`src/rtl/uart_pkg.sv`:
```
// Shared UART definitions for the transmit and receive stages.
// Build option UART_TX_PARITY_EN adds the PARITY state to the encoding.
package uart_pkg;

  localparam int   DATA_BITS   = 8;
  localparam logic LINE_IDLE   = 1'b1;
  localparam logic START_LEVEL = 1'b0;

  typedef enum logic [2:0] {
    S_IDLE     = 3'd0,
    S_START    = 3'd1,
    S_DATA     = 3'd2,
    S_STOP     = 3'd3,
    S_ACK_WAIT = 3'd4
`ifdef UART_TX_PARITY_EN
    ,
    S_PARITY   = 3'd5
`endif
  } uart_state_e;

endpackage

```
`src/rtl/uart_baud_gen.sv`:
```
// Bit-period counter: bit_tick pulses on the last clock of each serial bit.
// The count is held at zero whenever run is low so every bit starts aligned.
module uart_baud_gen
  import uart_pkg::*;
#(
  parameter int CLKS_PER_BIT = 8
) (
  input  logic clk,
  input  logic clr,
  input  logic run,
  output logic bit_tick
);

  localparam int CW = $clog2(CLKS_PER_BIT);
  localparam logic [CW-1:0] TERM = CW'(CLKS_PER_BIT - 1);

  logic [CW-1:0] cnt_q;
  logic [CW-1:0] cnt_d;

  assign bit_tick = run && (cnt_q == TERM);

  always_comb begin
    cnt_d = cnt_q + 1'b1;
    if (!run || bit_tick) begin
      cnt_d = '0;
    end
  end

  always_ff @(posedge clk) begin
    if (!clr) begin
      cnt_q <= '0;
    end else begin
      cnt_q <= cnt_d;
    end
  end

endmodule

```
`src/rtl/uart_transmitter.sv`:
```
// UART transmit stage: start bit, 8 data bits LSB first, optional even parity
// (build option UART_TX_PARITY_EN), STOP_BITS stop bits, REQ/ACK handshake.
module uart_transmitter
  import uart_pkg::*;
#(
  parameter int CLKS_PER_BIT = 8,
  parameter int STOP_BITS    = 1
) (
  input  logic       clk,
  input  logic       clr,
  input  logic       XMIT_REQ,
  input  logic [7:0] XMIT_DATA,
  output logic       XMIT_ACK,
  output logic       TX_BUSY,
  output logic       TX
);

  uart_state_e state_q, state_d;
  logic [7:0]  shift_q, shift_d;
  logic [2:0]  idx_q, idx_d;
  logic        tx_q, tx_d;
  logic        ack_q, ack_d;
  logic        busy_q, busy_d;
  logic        run;
  logic        bit_tick;
`ifdef UART_TX_PARITY_EN
  logic        parity_q, parity_d;
`endif

  assign run      = (state_q != S_IDLE) && (state_q != S_ACK_WAIT);
  assign TX       = tx_q;
  assign XMIT_ACK = ack_q;
  assign TX_BUSY  = busy_q;

  uart_baud_gen #(
    .CLKS_PER_BIT(CLKS_PER_BIT)
  ) u_baud (
    .clk      (clk),
    .clr      (clr),
    .run      (run),
    .bit_tick (bit_tick)
  );

  // Each transition registers the level of the *next* bit, so TX only ever
  // changes on a bit boundary and comes straight from a flop.
  always_comb begin
    state_d  = state_q;
    shift_d  = shift_q;
    idx_d    = idx_q;
    tx_d     = tx_q;
    ack_d    = ack_q;
    busy_d   = busy_q;
`ifdef UART_TX_PARITY_EN
    parity_d = parity_q;
`endif
    case (state_q)
      S_IDLE: begin
        tx_d = LINE_IDLE;
        if (XMIT_REQ) begin
          shift_d  = XMIT_DATA;
`ifdef UART_TX_PARITY_EN
          parity_d = ^XMIT_DATA;
`endif
          tx_d     = START_LEVEL;
          busy_d   = 1'b1;
          idx_d    = '0;
          state_d  = S_START;
        end
      end
      S_START: begin
        if (bit_tick) begin
          tx_d    = shift_q[0];
          idx_d   = '0;
          state_d = S_DATA;
        end
      end
      S_DATA: begin
        if (bit_tick) begin
          shift_d = {1'b0, shift_q[7:1]};
          if (idx_q == 3'(DATA_BITS - 1)) begin
            idx_d   = '0;
`ifdef UART_TX_PARITY_EN
            tx_d    = parity_q;
            state_d = S_PARITY;
`else
            tx_d    = LINE_IDLE;
            state_d = S_STOP;
`endif
          end else begin
            idx_d = idx_q + 3'd1;
            tx_d  = shift_q[1];
          end
        end
      end
`ifdef UART_TX_PARITY_EN
      S_PARITY: begin
        if (bit_tick) begin
          tx_d    = LINE_IDLE;
          idx_d   = '0;
          state_d = S_STOP;
        end
      end
`endif
      S_STOP: begin
        tx_d = LINE_IDLE;
        if (bit_tick) begin
          if (idx_q == 3'(STOP_BITS - 1)) begin
            idx_d   = '0;
            ack_d   = 1'b1;
            state_d = S_ACK_WAIT;
          end else begin
            idx_d = idx_q + 3'd1;
          end
        end
      end
      S_ACK_WAIT: begin
        tx_d = LINE_IDLE;
        if (!XMIT_REQ) begin
          ack_d   = 1'b0;
          busy_d  = 1'b0;
          state_d = S_IDLE;
        end
      end
      default: begin
        tx_d    = LINE_IDLE;
        ack_d   = 1'b0;
        busy_d  = 1'b0;
        state_d = S_IDLE;
      end
    endcase
  end

  always_ff @(posedge clk) begin
    if (!clr) begin
      state_q  <= S_IDLE;
      shift_q  <= '0;
      idx_q    <= '0;
      tx_q     <= LINE_IDLE;
      ack_q    <= 1'b0;
      busy_q   <= 1'b0;
`ifdef UART_TX_PARITY_EN
      parity_q <= 1'b0;
`endif
    end else begin
      state_q  <= state_d;
      shift_q  <= shift_d;
      idx_q    <= idx_d;
      tx_q     <= tx_d;
      ack_q    <= ack_d;
      busy_q   <= busy_d;
`ifdef UART_TX_PARITY_EN
      parity_q <= parity_d;
`endif
    end
  end

endmodule

```
`config.mk`:
```
export PLATFORM = sky130hd
export DESIGN_NAME = uart_transmitter
export DESIGN_NICKNAME = d
export VERILOG_FILES = /design/src/rtl/uart_pkg.sv /design/src/rtl/uart_baud_gen.sv /design/src/rtl/uart_transmitter.sv
export SDC_FILE = /design/constraint.sdc
export NUM_CORES = 1
export LEC_CHECK = 0
export ABC_CLOCK_PERIOD_IN_PS = 2150
export CORE_UTILIZATION = 53
export CTS_BUF_LIST = sky130_fd_sc_hd__clkbuf_16
export DETAILED_ROUTE_END_ITERATION = 16
export PLACE_DENSITY = 0.88
export SLEW_MARGIN = 20
export SYNTH_ARGS = -nofsm -noshare
export SYNTH_HDL_FRONTEND = slang
export SYNTH_HIERARCHICAL = 1
export SYNTH_SLANG_ARGS = --single-unit
export TNS_END_PERCENT = 10
```
`constraint.sdc`:
```
create_clock -name clk -period 2.15 [get_ports clk]
set_input_delay 0.43 -clock clk [delete_from_list [all_inputs] [get_ports clk]]
set_output_delay 0.43 -clock clk [all_outputs]
set_load 0.05 [all_outputs]
```
-- Yosys cells after proc, flatten, opt, wreduce, memory -nomap -nowiden
Cells that the tools add are included.
- memory bits (read-only): 0
- bits in registers: 20
- bits in latches: 0
- memories: 0
- bits of input ports: 11
- memory bits (writable): 0
- muxes and demuxes: 29
- shift operators: 0
- equality and inequality tests: 14
- reductions and logical operators: 18
- bitwise logic cells: 3
- add/subtract/negate cells: 2
- div/mod/pow operators: 0
- $mul: 0
- $lt $le $gt $ge: 0
- operators by type and width (operator ; number):
    $mux 3 ; 13
    $mux 8 ; 2
    $pmux 8 s2 ; 1
    $pmux 3 s5 ; 1
    $pmux 3 s4 ; 1
    $eq 3x3->1 const B ; 3
    $pmux 1 s3 ; 3
    $mux 1 ; 8
    $ne 2x2->1 const B ; 4
    $reduce_and 7->1 ; 1
    $add 3x1->3 const B ; 2
    $eq 3x2->1 const B ; 2
    $logic_not 3->1 ; 2
    $ne 2x1->1 const B ; 3
    $reduce_and 3->1 ; 2
    $reduce_or 3->1 ; 2
    $reduce_and 5->1 ; 1
    $reduce_and 4->1 ; 1
    $reduce_bool 4->1 ; 1
    $eq 3x1->1 const B ; 1
    $ne 3x3->1 const B ; 1
    $not 1->1 ; 3
    $reduce_bool 3->1 ; 1
    $logic_and 1x1->1 ; 2
    other kinds (5) ; 5

-- Longest topological paths before layout
- word-level depth: 5
- gate-level depth with buffers: 9

-- Modules after synthesis
The synthesis kept the hierarchy.
- by module, submodules not included (module ; area each (sq um) ; cells an instance ; times used ; seq. area each (sq um)):
    uart_transmitter ; 969.7 ; 106 ; 1 ; 340.3
    uart_baud_gen ; 127.6 ; 9 ; 1 ; 60.1

-- Worst setup path before layout
No wires, ideal clock.
- path kind: register to register
- from: register state_q[0]
- to: register shift_q[4]
- required time: 2.034 ns
- period minus slack after synthesis: 1.861 ns
- setup time: 0.116 ns
- arrival: 1.744 ns
- stages on the path, launching flop included: 10
- slack: 0.289 ns
- cell sequence: dfxtp_1 -> buf_6 -> buf_2 -> or2_2 -> and2_2 -> nand2_1 -> a211oi_2 -> buf_2 -> nand2_1 -> o211a_1
- longest elaborated chain between the ends: 5
- elaborated cells between the ends (all ways): 11
- RTL lines (what ; RTL line ; text):
    start: declaration ; uart_transmitter.sv:18 ; uart_state_e state_q, state_d;
    start signal: assignment ; uart_transmitter.sv:145 ; state_q <= state_d;
    $ne 3x3->1 / $reduce_bool 3->1 (equally long branches) ; uart_transmitter.sv:30 ; assign run = (state_q != S_IDLE) && (state_q != S_ACK_WAIT);
    $logic_and 1x1->1 (*) ; uart_transmitter.sv:30 ;
    named net run ; uart_transmitter.sv:24 ; logic run;
    $logic_and 1x1->1 (*) ; uart_baud_gen.sv:20 ; assign bit_tick = run && (cnt_q == TERM);
    named net bit_tick ; uart_transmitter.sv:25 ; logic bit_tick;
    $ne 2x1->1 (no line) (*) ; n/a ;
    $reduce_and 3->1 (no line) (*) ; n/a ;
    end signal: assignment ; uart_transmitter.sv:146 ; shift_q <= shift_d;
    end: declaration ; uart_transmitter.sv:19 ; logic [7:0] shift_q, shift_d;
Mark *: on every way through the listed nets, which the timed path passes. The rest lies on a longest branch.
A chain may end at the register's enable or synchronous reset.

-- Final worst setup path
- from: register ack_q, in the netlist XMIT_ACK
- to: output XMIT_ACK
- RTL lines (what ; RTL line ; text):
    start: declaration ; uart_transmitter.sv:22 ; logic ack_q, ack_d;
    start signal: assignment ; uart_transmitter.sv:149 ; ack_q <= ack_d;
    end: declaration ; uart_transmitter.sv:13 ; output logic XMIT_ACK,
No word-level cell between the ends.

==> impl_results.md <==
* Inst Count DP at about 150
* Max-Cap Viols at 0
* Netlist cell types at 44
* Area grow syn2layout at 23.72%
* EDFF count, synth at 0
* Setup TNS at 0 ns
* Clk_skew at a little under 0.003 ns
* Largest net degree at the start of global routing at 17
* Die W at 47.50 um
* GR Overflow Total at 0
* Slew Limit Fails at 0
* Clock Latency Late Sink at 0.25 ns
* CP max FO at 2
* WP buf/inv at 1
* Inserted Clock Buffers at 3
* Maximum VDD drop at 621.2 uV
* First-pass GRT wire length at 3318 um
* Most used DFF post-synth: dfxtp_1
* HPWL Detailed at 1519 um
* Yosys top cell by area: dfxtp_1
* Tmin final at 1.836 ns
* CTS root buffer: clkbuf_16
* Setup Buffers After CTS at 0
* Die Y-Extent at between 40 and 50 um
* # fillers at about 170
* Fmax at 0.5447 GHz
* CP Data Required Time at 1.72 ns
* RSZ-0062 raised after global routing: no
* Number of global-route vias before repair at 757
* DRC viols at 0
* Final hold slack at 0.5000 ns
* Antenna-violating nets left at 0
* Routed length per instance at 13.51 um
* Die area at roughly 0.0023 sq mm
* Critical path cell sequence: clkdlybuf4s50_1
* CTS Buffer Depth at 2
* Clk sinks at 20
* Asr flop ratio synth at 0%
* Synthesized Nets at 131
* Diode count at 0
* PD cells at 779.3 mW/mm^2
* CTS tree: built
* Status: finished clean
* Clock slew at reported path FFs at 0.06 ns
* Relative slew slack at 66.61%
* Crit path arrival time at about 1.4 ns
* Post-CTS Resized at 0
* Post-route insts no fill at approximately 160
* Via count at 873
* Fin crit share at 85.39%
* First-pass iteration count of the detailed router at 4
* Port bufs at 13
* Core area at 0.001962 sq mm
* Share of cells above drive strength 1 at 13.95%
* CP max-delay cell: clkdlybuf4s50_1
* Power Total at 1.058 mW
* GP Congestion at ~0.8
* Final WL at 2107 um
* Share of the synthesized area in the top cell type at 36.49%
* Critical Path Sink Type: output pin
* Pin slew with the least headroom to its limit at between 0.4 and 0.5 ns
* Final setup violation count at 0
* Final hold vios at 0
* Vias/cell at 5.596
* Worst min path class: reg -> reg
* Starting density of the core at 55.93%
* #FFs+latches synth at 20
* Post-synthesis area per instance at 9.542 sq um
* Crit path largest cell delay at between 0.8 and 0.9 ns
* Tot GR Track Use at 21.34%
* Initial DRC Count at 11
* Worst setup SP type: register
* Initial antenna violation count at 0
* Mapped Area at 0.001097 sq mm
* # rows at 16
* Synth Warn # at 6
* Final net count at ~150
* H-tree depth at 1
* Worst path top cell family by delay: buffers and inverters
* Sequential fraction of the synthesis area at approximately 36%
* Crit Path Category: reg -> out
* # hold bufs at CTS at 0
* Syn Inst Count at ~120
* # IOs at 14
* Lkg Pwr at ~0.59 nW
* Ranking of synthesized cells by area: dfxtp_1, o211a_1, mux2i_1
## cell families (layout without fill, tap and decap cells)
kind of cell,count (synthesis),after routing,share of synthesized area (%)
flops,20,20,36.49
xor+xnor,1,1,0.7983
buf+inv,12,26,5.587
mux,7,7,6.386
fa+ha+maj,5,5,5.701
compound gates,26,26,19.96
simple gates,44,44,25.09
## metal layers
metal	GRT usage [%]	part of all wire (%)	vias up
met3	3.396	3.4	5
met4	10.29	1.9	0
met5	0	0	-
met1	27.11	46	402
li1	-	-	446
met2	35.07	49	20
## report_power, final
part / switching [mW] / leakage (nW) / internal, mW
combinational: 0.0711 / 0.375 / 0.0695
sequential: 0.0124 / 0.164 / 0.395
clock: 0.141 / 0.0511 / 0.369
total: 0.225 / 0.590 / 0.833
## layout by cell type (no fill, tap or decap), drive strengths merged
cell type and n:
or3b 1, a21oi 3, o211a 8, inv 4, buf 5, and4b 2, nor2b 2, ha 5
and3 1, o32ai 1, dfxtp 20, clkbuf 3, nand3 2, nand4 1, mux2i 7, a32o 1
nand3b 1, and4bb 1, nor2 3, o21a 1, a21o 1, o21ai 1, o311ai 1, nor3b 2
a31oi 1, xnor2 1, nand2b 8, a2bb2oi 1, or4b 1, o211ai 1, a211oi 2, clkdlybuf4s50 13
or2 1, and2 2, nor3 2, nand4bb 1, a21boi 4, bufinv 1, nand2 13
## metrics by stage
stage	util (%)	setup slack, ns	cell area (sq um)
6_report	69.20	0.3141	1358
5_1_grt	69.20	0.1939	1358
4_1_cts	69.20	0.3098	1358
3_5_place_dp	63.84	0.1898	1252
3_3_place_gp	63.84	0.2738	1252
2_1_floorplan	-	0.2894	1097
## area by class of cell
cell class / count / area (sq um) / share of cell area [%]
Clock buffer: 3 / 75.07 / 5.530
Clock inverter: 1 / 30.03 / 2.212
Inverter: 4 / 15.01 / 1.106
Multi-Input combinational cell: 83 / 635.6 / 46.82
Sequential cell: 20 / 400.4 / 29.49
Tap cell: 27 / 33.78 / 2.488
Timing Repair Buffer: 18 / 167.7 / 12.35
## cell usage after synthesis (2+ instances only)
master and count:
a21oi_1 2, nor2b_1 2, dfxtp_1 20, nor2_1 3, nand2_1 13, clkbuf_1 2, mux2i_1 7, nor3_1 2
a21boi_0 2, buf_2 4, and4b_2 2, ha_1 5, nand3_1 2, nand2b_1 7, nor3b_1 2, inv_1 4
o211a_1 8, a21boi_1 2
## state kept, by name, summed over array words and instances, names as in the netlist
signal	flops
TX	1
TX_BUSY	1
XMIT_ACK	1
idx_q	3
shift_q	8
state_q	3
u_baud/cnt_q	3
## final timing paths
path	startpoint	endpoint	slack, ns	cells after the start
worst max-delay path	XMIT_ACK	XMIT_ACK	0.31	1
worst min-delay path	shift_q[2]	shift_q[2]	0.50	1
worst max register to register	u_baud/cnt_q[0]	shift_q[7]	0.33	8
worst min register to register	shift_q[2]	shift_q[2]	0.50	1
Power figures use the tool's default switching activity.
